### config.mk
export PLATFORM = sky130hd
export DESIGN_NAME = alarm_controller_flat
export DESIGN_NICKNAME = d
export VERILOG_FILES = /design/src/rtl/alarm_if.sv /design/src/rtl/alarm_controller.sv /design/src/flat_wrapper.sv
export SDC_FILE = /design/constraint.sdc
export NUM_CORES = 1
export LEC_CHECK = 0
export CORE_MARGIN = 3
export CORE_UTILIZATION = 56
export DETAILED_ROUTE_END_ITERATION = 8
export GPL_ROUTABILITY_DRIVEN = 0
export PLACE_DENSITY = 0.9
export SLEW_MARGIN = 20
export SYNTH_ARGS = -nofsm -noshare
export SYNTH_HDL_FRONTEND = slang
export SYNTH_SLANG_ARGS = --single-unit
### constraint.sdc
create_clock -name clk -period 3.82 [get_ports clk]
set_input_delay 0.764 -clock clk [delete_from_list [all_inputs] [get_ports clk]]
set_output_delay 0.764 -clock clk [all_outputs]
set_load 0.05 [all_outputs]
### src/rtl/alarm_if.sv
// Sensor, control and status bundle of the alarm controller.
// The bench drives it through master; the controller uses the slave view.
interface alarm_if #(
  parameter int unsigned N_SENSORS = 4
);
  logic [N_SENSORS-1:0] sensor_i;
  logic [N_SENSORS-1:0] zone_mask_i;
  logic                 arm_i;
  logic                 ack_i;
  logic                 armed_o;
  logic                 alarm_o;
  logic                 siren_o;
  logic [1:0]           state_o;
  logic [N_SENSORS-1:0] trip_zones_o;

  modport master (
    output sensor_i, zone_mask_i, arm_i, ack_i,
    input  armed_o, alarm_o, siren_o, state_o, trip_zones_o
  );

  modport slave (
    input  sensor_i, zone_mask_i, arm_i, ack_i,
    output armed_o, alarm_o, siren_o, state_o, trip_zones_o
  );
endinterface

### src/rtl/alarm_controller.sv
// Multi-zone intrusion alarm: per-channel sync + debounce, masked vote,
// armed/entry-delay/alarm state machine with a timed siren.
module alarm_controller #(
  parameter int unsigned N_SENSORS       = 4,
  parameter int unsigned DEBOUNCE_CYCLES = 4,
  parameter int unsigned ENTRY_DELAY     = 16,
  parameter int unsigned SIREN_CYCLES    = 64,
  parameter int unsigned VOTE_MIN        = 1
) (
  input logic   clk,
  input logic   rst_n,
  alarm_if.slave bus
);
  localparam int unsigned CW = $clog2(N_SENSORS + 1);
  localparam int unsigned DW = $clog2(DEBOUNCE_CYCLES + 1);
  localparam int unsigned EW = (ENTRY_DELAY > 1) ? $clog2(ENTRY_DELAY) : 1;
  localparam int unsigned SW = (SIREN_CYCLES > 1) ? $clog2(SIREN_CYCLES) : 1;

  localparam logic [1:0] StDisarmed = 2'd0;
  localparam logic [1:0] StArmed    = 2'd1;
  localparam logic [1:0] StEntry    = 2'd2;
  localparam logic [1:0] StAlarm    = 2'd3;

  logic [N_SENSORS-1:0] sync1_q, sync2_q, db_q, db_d, hit;
  logic [DW-1:0]        deb_cnt_q [N_SENSORS];
  logic [DW-1:0]        deb_cnt_d [N_SENSORS];
  logic [CW-1:0]        hit_cnt;
  logic                 trip;

  logic [1:0]           state_q, state_d;
  logic [EW-1:0]        entry_q, entry_d;
  logic [SW-1:0]        siren_cnt_q, siren_cnt_d;
  logic                 siren_q, siren_d;
  logic [N_SENSORS-1:0] zones_q, zones_d;
  logic                 go_disarm;

  // db only flips after DEBOUNCE_CYCLES consecutive disagreeing cycles.
  always_comb begin
    for (int unsigned i = 0; i < N_SENSORS; i++) begin
      db_d[i]      = db_q[i];
      deb_cnt_d[i] = '0;
      if (sync2_q[i] != db_q[i]) begin
        if (deb_cnt_q[i] == DW'(DEBOUNCE_CYCLES - 1)) begin
          db_d[i] = ~db_q[i];
        end else begin
          deb_cnt_d[i] = deb_cnt_q[i] + 1'b1;
        end
      end
    end
  end

  always_comb begin
    hit     = db_q & bus.zone_mask_i;
    hit_cnt = '0;
    for (int unsigned i = 0; i < N_SENSORS; i++) begin
      hit_cnt = hit_cnt + CW'(hit[i]);
    end
    trip = (hit_cnt >= CW'(VOTE_MIN));
  end

  always_comb begin
    state_d     = state_q;
    entry_d     = entry_q;
    siren_cnt_d = siren_cnt_q;
    siren_d     = siren_q;
    zones_d     = zones_q;
    go_disarm   = 1'b0;
    case (state_q)
      StDisarmed: begin
        if (bus.arm_i) state_d = StArmed;
      end
      StArmed: begin
        if (!bus.arm_i) begin
          go_disarm = 1'b1;
        end else if (trip) begin
          state_d = StEntry;
          entry_d = EW'(ENTRY_DELAY - 1);
          zones_d = zones_q | hit;
        end
      end
      StEntry: begin
        if (!bus.arm_i) begin
          go_disarm = 1'b1;
        end else begin
          zones_d = zones_q | hit;
          if (entry_q == '0) begin
            state_d     = StAlarm;
            siren_cnt_d = SW'(SIREN_CYCLES - 1);
            siren_d     = 1'b1;
          end else begin
            entry_d = entry_q - 1'b1;
          end
        end
      end
      StAlarm: begin
        if (bus.ack_i) begin
          siren_d     = 1'b0;
          siren_cnt_d = '0;
          go_disarm   = !bus.arm_i;
        end else if (siren_cnt_q == '0) begin
          siren_d = 1'b0;
        end else begin
          siren_cnt_d = siren_cnt_q - 1'b1;
        end
      end
      default: state_d = StDisarmed;
    endcase
    if (go_disarm) begin
      state_d     = StDisarmed;
      entry_d     = '0;
      siren_cnt_d = '0;
      siren_d     = 1'b0;
      zones_d     = '0;
    end
  end

  always_ff @(posedge clk or negedge rst_n) begin
    if (!rst_n) begin
      sync1_q     <= '0;
      sync2_q     <= '0;
      db_q        <= '0;
      for (int unsigned i = 0; i < N_SENSORS; i++) deb_cnt_q[i] <= '0;
      state_q     <= StDisarmed;
      entry_q     <= '0;
      siren_cnt_q <= '0;
      siren_q     <= 1'b0;
      zones_q     <= '0;
    end else begin
      sync1_q     <= bus.sensor_i;
      sync2_q     <= sync1_q;
      db_q        <= db_d;
      for (int unsigned i = 0; i < N_SENSORS; i++) deb_cnt_q[i] <= deb_cnt_d[i];
      state_q     <= state_d;
      entry_q     <= entry_d;
      siren_cnt_q <= siren_cnt_d;
      siren_q     <= siren_d;
      zones_q     <= zones_d;
    end
  end

  assign bus.state_o      = state_q;
  assign bus.armed_o      = (state_q != StDisarmed);
  assign bus.alarm_o      = (state_q == StAlarm);
  assign bus.siren_o      = siren_q;
  assign bus.trip_zones_o = zones_q;
endmodule

### src/flat_wrapper.sv
// flat-port wrapper written by rule: the top's interface ports become plain ports
module alarm_controller_flat 
#(
  parameter int unsigned N_SENSORS       = 4,
  parameter int unsigned DEBOUNCE_CYCLES = 4,
  parameter int unsigned ENTRY_DELAY     = 16,
  parameter int unsigned SIREN_CYCLES    = 64,
  parameter int unsigned VOTE_MIN        = 1
)
  (clk, rst_n, bus_sensor_i, bus_zone_mask_i, bus_arm_i, bus_ack_i, bus_armed_o, bus_alarm_o, bus_siren_o, bus_state_o, bus_trip_zones_o);
  alarm_if #(.N_SENSORS(N_SENSORS)) bus_i ();
  input logic clk;
  input logic rst_n;
  input wire logic [$bits(bus_i.sensor_i)-1:0] bus_sensor_i;
  input wire logic [$bits(bus_i.zone_mask_i)-1:0] bus_zone_mask_i;
  input wire logic [$bits(bus_i.arm_i)-1:0] bus_arm_i;
  input wire logic [$bits(bus_i.ack_i)-1:0] bus_ack_i;
  output wire logic [$bits(bus_i.armed_o)-1:0] bus_armed_o;
  output wire logic [$bits(bus_i.alarm_o)-1:0] bus_alarm_o;
  output wire logic [$bits(bus_i.siren_o)-1:0] bus_siren_o;
  output wire logic [$bits(bus_i.state_o)-1:0] bus_state_o;
  output wire logic [$bits(bus_i.trip_zones_o)-1:0] bus_trip_zones_o;
  assign bus_i.sensor_i = bus_sensor_i;
  assign bus_i.zone_mask_i = bus_zone_mask_i;
  assign bus_i.arm_i = bus_arm_i;
  assign bus_i.ack_i = bus_ack_i;
  assign bus_armed_o = bus_i.armed_o;
  assign bus_alarm_o = bus_i.alarm_o;
  assign bus_siren_o = bus_i.siren_o;
  assign bus_state_o = bus_i.state_o;
  assign bus_trip_zones_o = bus_i.trip_zones_o;
  alarm_controller #(.N_SENSORS(N_SENSORS), .DEBOUNCE_CYCLES(DEBOUNCE_CYCLES), .ENTRY_DELAY(ENTRY_DELAY), .SIREN_CYCLES(SIREN_CYCLES), .VOTE_MIN(VOTE_MIN)) u_core (.clk(clk), .rst_n(rst_n), .bus(bus_i));
endmodule
* Word-level counts from Yosys, hierarchy flattened
Cells that the tools add are included.
W data, S select, Z words.
** Cells by class
- $add $sub $neg :: 9
- Equality and inequality tests :: 19
- Multiplexer cells :: 41
- Magnitude comparators :: 1
- Reductions and logical operators :: 18
- Bitwise operators :: 6
** Operators with widths (count)
- $mux W4 :: 9
- $mux W6 :: 5
- $mux W3 :: 8
- $pmux W4 S2 :: 2
- $add A3 B1 Y3 const B :: 4
- $eq A3 B2 Y1 const B :: 4
- $mux W2 :: 6
- $ne A3 B2 Y1 const B :: 4
- $pmux W6 S2 :: 1
- $reduce_and A4 Y1 :: 3
- $reduce_and A2 Y1 :: 4
- $mux W1 :: 7
- $add A3 B1 Y3 :: 2
- $logic_not A6 Y1 :: 1
- $ne A3 B1 Y1 const B :: 2
- $pmux W2 S3 :: 1
- $reduce_and A6 Y1 :: 1
- $reduce_bool A3 Y1 :: 2
- $sub A6 B1 Y6 const B :: 1
- $reduce_and A5 Y1 :: 1
- $and A4 B4 Y4 :: 1
- $eq A2 B2 Y1 const B :: 2
- $logic_not A4 Y1 :: 1
- $ne A1 B1 Y1 :: 4
- 14 further kinds :: 18
** Word-level totals
- Logic and storage cells :: 109
- Register bits after elaboration :: 41
- Output and inout port bits :: 9
- Input port bits :: 12

* Logic depth before layout (Yosys ltp)
Gate-level depths: netlist (run 1).
- Word-level depth :: 9
- Gate-level depth with buffers :: 11
- Mapped depth without buffers :: 10

* Worst setup path after synthesis (run 1)
OpenSTA, ideal clock, no wires.
- Kind :: in2reg
- Start :: input port bus_zone_mask_i[1]
- End :: register u_core.state_q[0], in the netlist u_core.bus.state_o[0]
- Required time :: 3.695 ns
- Buffers on the path :: 0
- Data arrival time :: 2.942 ns
- Setup slack :: 0.753 ns
- Stages on the path :: 10
- Library setup time :: 0.125 ns
- Cell sequence :: and2_1 > ha_1 > inv_1 > fa_1 > inv_1 > ha_1 > o311ai_2 > o211ai_1 > a32oi_1 > mux2_2
** Between the ends
- Word-level cells in the longest chain between the ends :: 7
** Ends and longest elaborated chain
- from (decl) :: line flat_wrapper.sv:15 : input wire logic [$bits(bus_i.zone_mask_i)-1:0] bus_zone_mask_i;
- $and A4 B4 Y4 :: line alarm_controller.sv:53 : hit = db_q & bus.zone_mask_i;
- $add A1 B1 Y2 :: line alarm_controller.sv:56 : hit_cnt = hit_cnt + CW'(hit[i]);
- $add A3 B1 Y3 (2 in series) :: line alarm_controller.sv:56
- $ge A3 B1 Y1 :: line alarm_controller.sv:58 : trip = (hit_cnt >= CW'(VOTE_MIN));
- $ne A3 B1 Y1 (no line)
- $reduce_and A6 Y1 (no line)
- to (signal assigned) :: line alarm_controller.sv:123 : state_q <= StDisarmed;
- to (signal assigned) :: line alarm_controller.sv:133 : state_q <= state_d;
- to (decl) :: line alarm_controller.sv:30 : logic [1:0] state_q, state_d;
Every way passes these cells.
A chain may end at the register's enable or synchronous reset.

* Worst setup path in the final report (run 1)
Ends and elaborated chain as after synthesis.

==> results of run 1 <==
[stage by stage]
stage | utilization (%) | hold slack (ns) | instance area (sq um)
after floorplan | - | 0.331 | 2090
after global placement | 67.5 | 0.332 | 2340
after detailed placement | 67.5 | 0.335 | 2340
after CTS | 69.9 | 0.352 | 2420
after global routing | 69.9 | 0.361 | 2420
final | 69.9 | 0.351 | 2420
[cell type report]
type,count,share of cell area [%]
Clock buffer,7,3.15
Clock inverter,1,0.310
Inverter,15,2.32
Multi-Input combinational cell,131,41.1
Sequential cell,41,42.3
Tap cell,46,2.37
Timing Repair Buffer,21,8.36
[power groups by stage]
| stage | clock [mW] | sequential (mW) | combinational (mW) |
|---|---|---|---|
| after floorplan | 0 | 0.800 | 0.781 |
| after global placement | 0 | 0.719 | 1.10 |
| after detailed placement | 0 | 0.723 | 1.14 |
| after CTS | 0.275 | 0.718 | 1.15 |
| after global routing | 0.296 | 0.735 | 1.26 |
| final | 0.266 | 0.717 | 1.14 |
[cells by family (layout without fill, tap and decap cells)]
| kind of cell | after synthesis | in the layout | synth area share [%] |
|---|---|---|---|
| fa+ha+maj | 16 | 16 | 9.92 |
| buf+inv | 17 | 44 | 3.40 |
| mux | 8 | 8 | 4.12 |
| flops | 41 | 41 | 49.0 |
| xor+xnor | 4 | 4 | 1.67 |
| compound gates | 37 | 37 | 13.3 |
| simple gates | 66 | 66 | 18.6 |
[sequential cells by signal, indices dropped and copies added, names as in the netlist, 2 cells and up]
name and flops:
u_core.db_q 4, u_core.bus.state_o 2, u_core.bus.trip_zones_o 4, u_core.sync2_q 4
u_core.siren_cnt_q 6, u_core.deb_cnt_q 12, u_core.sync1_q 4, u_core.entry_q 4
[final timing paths]
path	to	slack (ns)	depth (start not counted)
min in group asynchronous	u_core.siren_cnt_q[4]	0.58	1
setup / recovery	u_core.bus.state_o[0]	0.60	11
max in group asynchronous	u_core.bus.state_o[0]	2.68	1
hold reg to reg	u_core.sync2_q[0]	0.35	0
hold / removal	u_core.sync2_q[0]	0.35	0
setup reg to reg	u_core.bus.state_o[0]	1.03	10
[cell usage in the layout (no fill, tap or decap), types with 7 or more instances in the layout]
master           instances
ha_1                    15
nor2_1                  11
inv_1                   15
nor3b_1                  7
clkdlybuf4s50_1         19
dfrtp_1                 41
o21ai_0                  7
nor3_1                   7
nor2b_1                  7
nand2_1                  8
[layer usage]
metal / track usage [%] / vias up
li1: - / 744
met1: 22.8 / 741
met2: 30.2 / 34
met3: 4.16 / 9
met4: 10.6 / 0
met5: 0 / -
==> out/summary.txt, run 1 <==
Logic pwr share: 53.7%
Dpl ws: 0.307 ns
WL met2: 1820 um
CP Class: in2reg
DRT Pass-1 Iters: 4
Syn Inst Count: 189
Crit-path max cell delay: 0.39 ns
Internal power: 1.19 mW
# rows: 21
Top_reg_cell synth: dfrtp_1
Setup crit start kind: input pin
Area of the multi-input gates: 997 sq um
Hold WC Path Type: reg2reg
Max Used Layer: met4
Crit path cell chain: clkdlybuf4s50_1, and2_1, ha_1, inv_1, fa_1, inv_1, ha_1, o311ai_2, o211ai_1, a32oi_1, mux2_2
CP Capture Type: register
Syn nets: 217
Proportion of power drawn by the clock network: 12.5%
Final layout net count: 243
# fillers: 269
Synth area leaders: dfrtp_1, ha_1, inv_1, mux2_2, nor3b_1
DIE AREA: 4510 sq um
Antenna-violating nets left: 0
Wl on met1: 1660 um
# IOs: 21
Area delta synth->final: 15.7%
Buf/Inv on CP: 3
Reg area: 1030 sq um
Via-to-Cell Ratio: 5.83
Maximum vdd drop: 0.000418 V
Number of synthesized flops with an enable pin: 0
Setup Viol. Count Final: 0
Final global-route overflow total: 0
Setup bufs post-CTS: 0
Fmax: 311 MHz
Initial DRC count: 196
Clk slew on worst S/H paths: 0.07 ns
Initial Utilization: 60.4%
Top post-synthesis cells by count: dfrtp_1, ha_1, inv_1
Synth warnings: 0
Share of the synthesized area in the top cell type: 49.0%
DRC violations left: 0
Area of the mapped netlist: 2090 sq um
Status: finished clean
Die width: 67.2 um
Ys async rst share: 100%
Slew headroom: 42.2%
Via count: 1528
First-pass GRT wire length: 6340 um
Crit path DAT: 3.39 ns
Reg power frac: 33.8%
PD cells: 876 nW/um^2
Vias in the first global route: 1502
Placed Cells: 254
Sw frac: 43.8%
Most frequent cell after synthesis: dfrtp_1
Total CTS buffers: 5
Slew @ Worst Pin: 0.868 ns
Final Hold Viols: 0
CTS Root Cell: clkbuf_8
Antenna Cells: 0
HPWL after detailed placement: 2700 um
Fin Clk Skew: 0.00859 ns
Setup ws final: 0.604 ns
Max clock buf depth: 2
Unique masters post-synth: 47
DR WL/cell: 14.1 um
CTS tree: yes
Static leakage: 1.07 nW
Critical path launch point: bus_zone_mask_i[1]
Drt total wl: 3700 um
Max Slew Vio Count: 0
TritonCTS Sinks: 41
Max cap viols: 0
Core footprint: 3470 sq um
Synthesized flop and latch total: 41
Die height: 67.2 um
Sum Neg Setup Slack: 0 ns
Worst Hold Launch: u_core.sync1_q[0]
Fin cells: 262
CP Max Fanout: 2
Dominant cell type by area after synthesis: dfrtp_1
Total power: 2.12 mW
Worst path required time: 3.99 ns
Largest net degree at the start of global routing: 42
Crit-path slowest cell: clkdlybuf4s50_1
Clk_lat worst skew: 0.29 ns
Fin crit period: 3.22 ns
Delay-heaviest family, CP: adder cells
Worst reg2reg startpoint: u_core.db_q[1]
P_sw: 0.931 mW
Syn Area/Cell: 11.1 sq um
Antenna violations before repair: 0
Metal3 WL: 147 um
Post-route clock period utilization: 84.2%
RSZ-0062 raised after global routing: false
Layout cells sized above 1: 11.1%
I/O Buffers: 20
Post_cts resized: 0
Total GRT Usage: 18.6%
H-tree depth: 2
Sequential share of the synthesized area: 49.0%
Hold_buf cts: 0
No activity file was read; power rests on OpenSTA's default activity.
==> run 2, diff against run 1 <==
--- a/config.mk
+++ b/config.mk
@@ -6,10 +6,10 @@
 export NUM_CORES = 1
 export LEC_CHECK = 0
 export CORE_MARGIN = 3
-export CORE_UTILIZATION = 56
+export CORE_UTILIZATION = 51
 export DETAILED_ROUTE_END_ITERATION = 8
 export GPL_ROUTABILITY_DRIVEN = 0
-export PLACE_DENSITY = 0.9
+export PLACE_DENSITY = 0.86
 export SLEW_MARGIN = 20
 export SYNTH_ARGS = -nofsm -noshare
 export SYNTH_HDL_FRONTEND = slang
==> constraint.sdc (replaced) <==
create_clock -name clk -period 2.7 [get_ports clk]
set_input_delay 0.54 -clock clk [delete_from_list [all_inputs] [get_ports clk]]
set_output_delay 0.54 -clock clk [all_outputs]
set_load 0.05 [all_outputs]
==> run 2 against run 1 <==
First-iteration DRC count is 36% lower. Worst setup slack lost 0.53 ns. Worst hold slack worse by 0.0014 ns. Non-clock buffer count rose by 10. Register-to-register slack worse by 0.93 ns. Die area up 8.9%. Cell area up 6.9%. Via count is 2.9% higher. Critical path type unchanged. Highest routed layer unchanged. Largest power group unchanged.
==> out/summary.txt, run 2 (synthesis results as in run 1) <==
Status: finished clean
Most flop-heavy register: u_core.deb_cnt_q
Crit path DAT: 2.80 ns
P_sw: 1.41 mW
Initial Utilization: 55.1%
Post-Route Utilization: 68.2%
GR peak layer: met2
Final layout net count: 253
CP Class: in2reg
Max FFs per register: 12
Crit path cell chain: clkdlybuf4s15_1, and2_4, ha_4, inv_2, fa_2, inv_2, ha_4, o311ai_4, o211ai_1, a32oi_1, mux2_2
Static leakage: 1.15 nW
Antenna Cells: 0
Most frequent cells in the layout: dfrtp_1, clkdlybuf4s50_1, inv_1, ha_1
Post-route clock period utilization: 97.1%
CP Max Fanout: 2
Die width: 70.1 um
I/O Buffers: 20
Logic pwr share: 54.6%
CTS tree: yes
Initial DRC count: 125
Reg power frac: 30.3%
Hold_buf cts: 0
Area delta synth->final: 23.7%
GR Util met3: 5.90%
CTS Root Cell: clkbuf_8
Total power: 3.37 mW
Hold WC Path Type: reg2reg
# rows: 22
Max Slew Vio Count: 0
DR WL/cell: 14.8 um
Internal power: 1.96 mW
Antenna-violating nets left: 0
Clk slew on worst S/H paths: 0.07 ns
DRC violations left: 0
GR Layer Usage met2: 31.6%
DIE AREA: 4910 sq um
Final global-route overflow total: 0
Fmax: 381 MHz
Crit-path max cell delay: 0.36 ns
Largest net degree at the start of global routing: 42
DRT Pass-1 Iters: 4
# IOs: 21
Setup Viol. Count Final: 0
Via count: 1573
Met1 usage: 22.9%
HPWL after detailed placement: 2920 um
Antenna violations before repair: 0
Maximum vdd drop: 0.000519 V
Slew headroom: 42.6%
Core footprint: 3800 sq um
Worst hold slack: 0.350 ns
Fin cells: 274
RSZ-0062 raised after global routing: true
Setup crit start kind: input pin
Sw frac: 41.9%
Commonest non-fill, non-tap cell in the layout: dfrtp_1
Final Hold Viols: 0
# fillers: 282
Placed Cells: 262
Clk_lat worst skew: 0.30 ns
Slew @ Worst Pin: 0.861 ns
Via-to-Cell Ratio: 5.74
Total CTS buffers: 5
Fin crit period: 2.62 ns
PD cells: 1300 nW/um^2
Largest regs: u_core.deb_cnt_q (12), u_core.siren_cnt_q (6)
Buf/Inv on CP: 3
Drt total wl: 4060 um
First-pass GRT wire length: 7330 um
Die height: 70.1 um
Worst path required time: 2.88 ns
Delay-heaviest family, CP: adder cells
Proportion of power drawn by the clock network: 15.1%
Fin Clk Skew: 0.00841 ns
Total GRT Usage: 19.0%
Layout cells sized above 1: 19.9%
Max cap viols: 0
H-tree depth: 2
Vias in the first global route: 1617
Crit-path slowest cell: mux2_2
CP Capture Type: register
Max clock buf depth: 2
TritonCTS Sinks: 41
[run 2: power by group through the flow]
stage | clock, mW | combinational [mW] | sequential (mW)
6_report | 0.510 | 1.84 | 1.02
5_1_grt | 0.552 | 2.05 | 1.05
4_1_cts | 0.521 | 1.81 | 1.02
3_5_place_dp | 0 | 1.77 | 1.03
3_3_place_gp | 0 | 1.70 | 1.02
2_1_floorplan | 0 | 1.14 | 1.13
[run 2: per-layer routing]
layer	share of wire [%]	wire (um)
met2	51	2090
met5	0	0
met1	43	1740
met4	1.6	63
met3	4.3	173
[run 2: layout make-up]
cell class / count / area, sq um / area share (%)
repair buffers: 31 / 283 / 10.9
clock buffers: 6 / 82.6 / 3.19
well taps: 48 / 60.1 / 2.32
flip-flops and latches: 41 / 1030 / 39.6
clock inverters: 2 / 37.5 / 1.45
multi-input cells: 131 / 1040 / 40.3
inverters: 15 / 56.3 / 2.17
[run 2: repair_timing]
action / in CTS / in global routing
endpoints found under the setup margin: 9 / 2
pin swaps: 5 / 6
resized for setup: 6 / 6
cloned: 0 / 0
setup buffers: 1 / 3
[run 2: final timing paths]
check,startpoint,endpoint,slack (ns),depth (start not counted)
max,bus_zone_mask_i[0],u_core.bus.state_o[0],0.08,11
min,u_core.sync1_q[1],u_core.sync2_q[1],0.35,0
max reg2reg,u_core.db_q[0],u_core.bus.state_o[0],0.10,10
min reg2reg,u_core.sync1_q[1],u_core.sync2_q[1],0.35,0
max in group asynchronous,rst_n,u_core.bus.state_o[1],1.80,1
min in group asynchronous,rst_n,u_core.deb_cnt_q[4],0.36,1
[run 2: through the flow]
stage,instance area (sq um),TNS (ns),setup slack [ns]
final,2590,0,0.0776
after global routing,2590,-0.0575,-0.0556
after CTS,2550,0,0.0157
after global placement,2410,-2.90,-0.430
after detailed placement,2410,-3.47,-0.485
after floorplan,2120,-0.0548,-0.0548
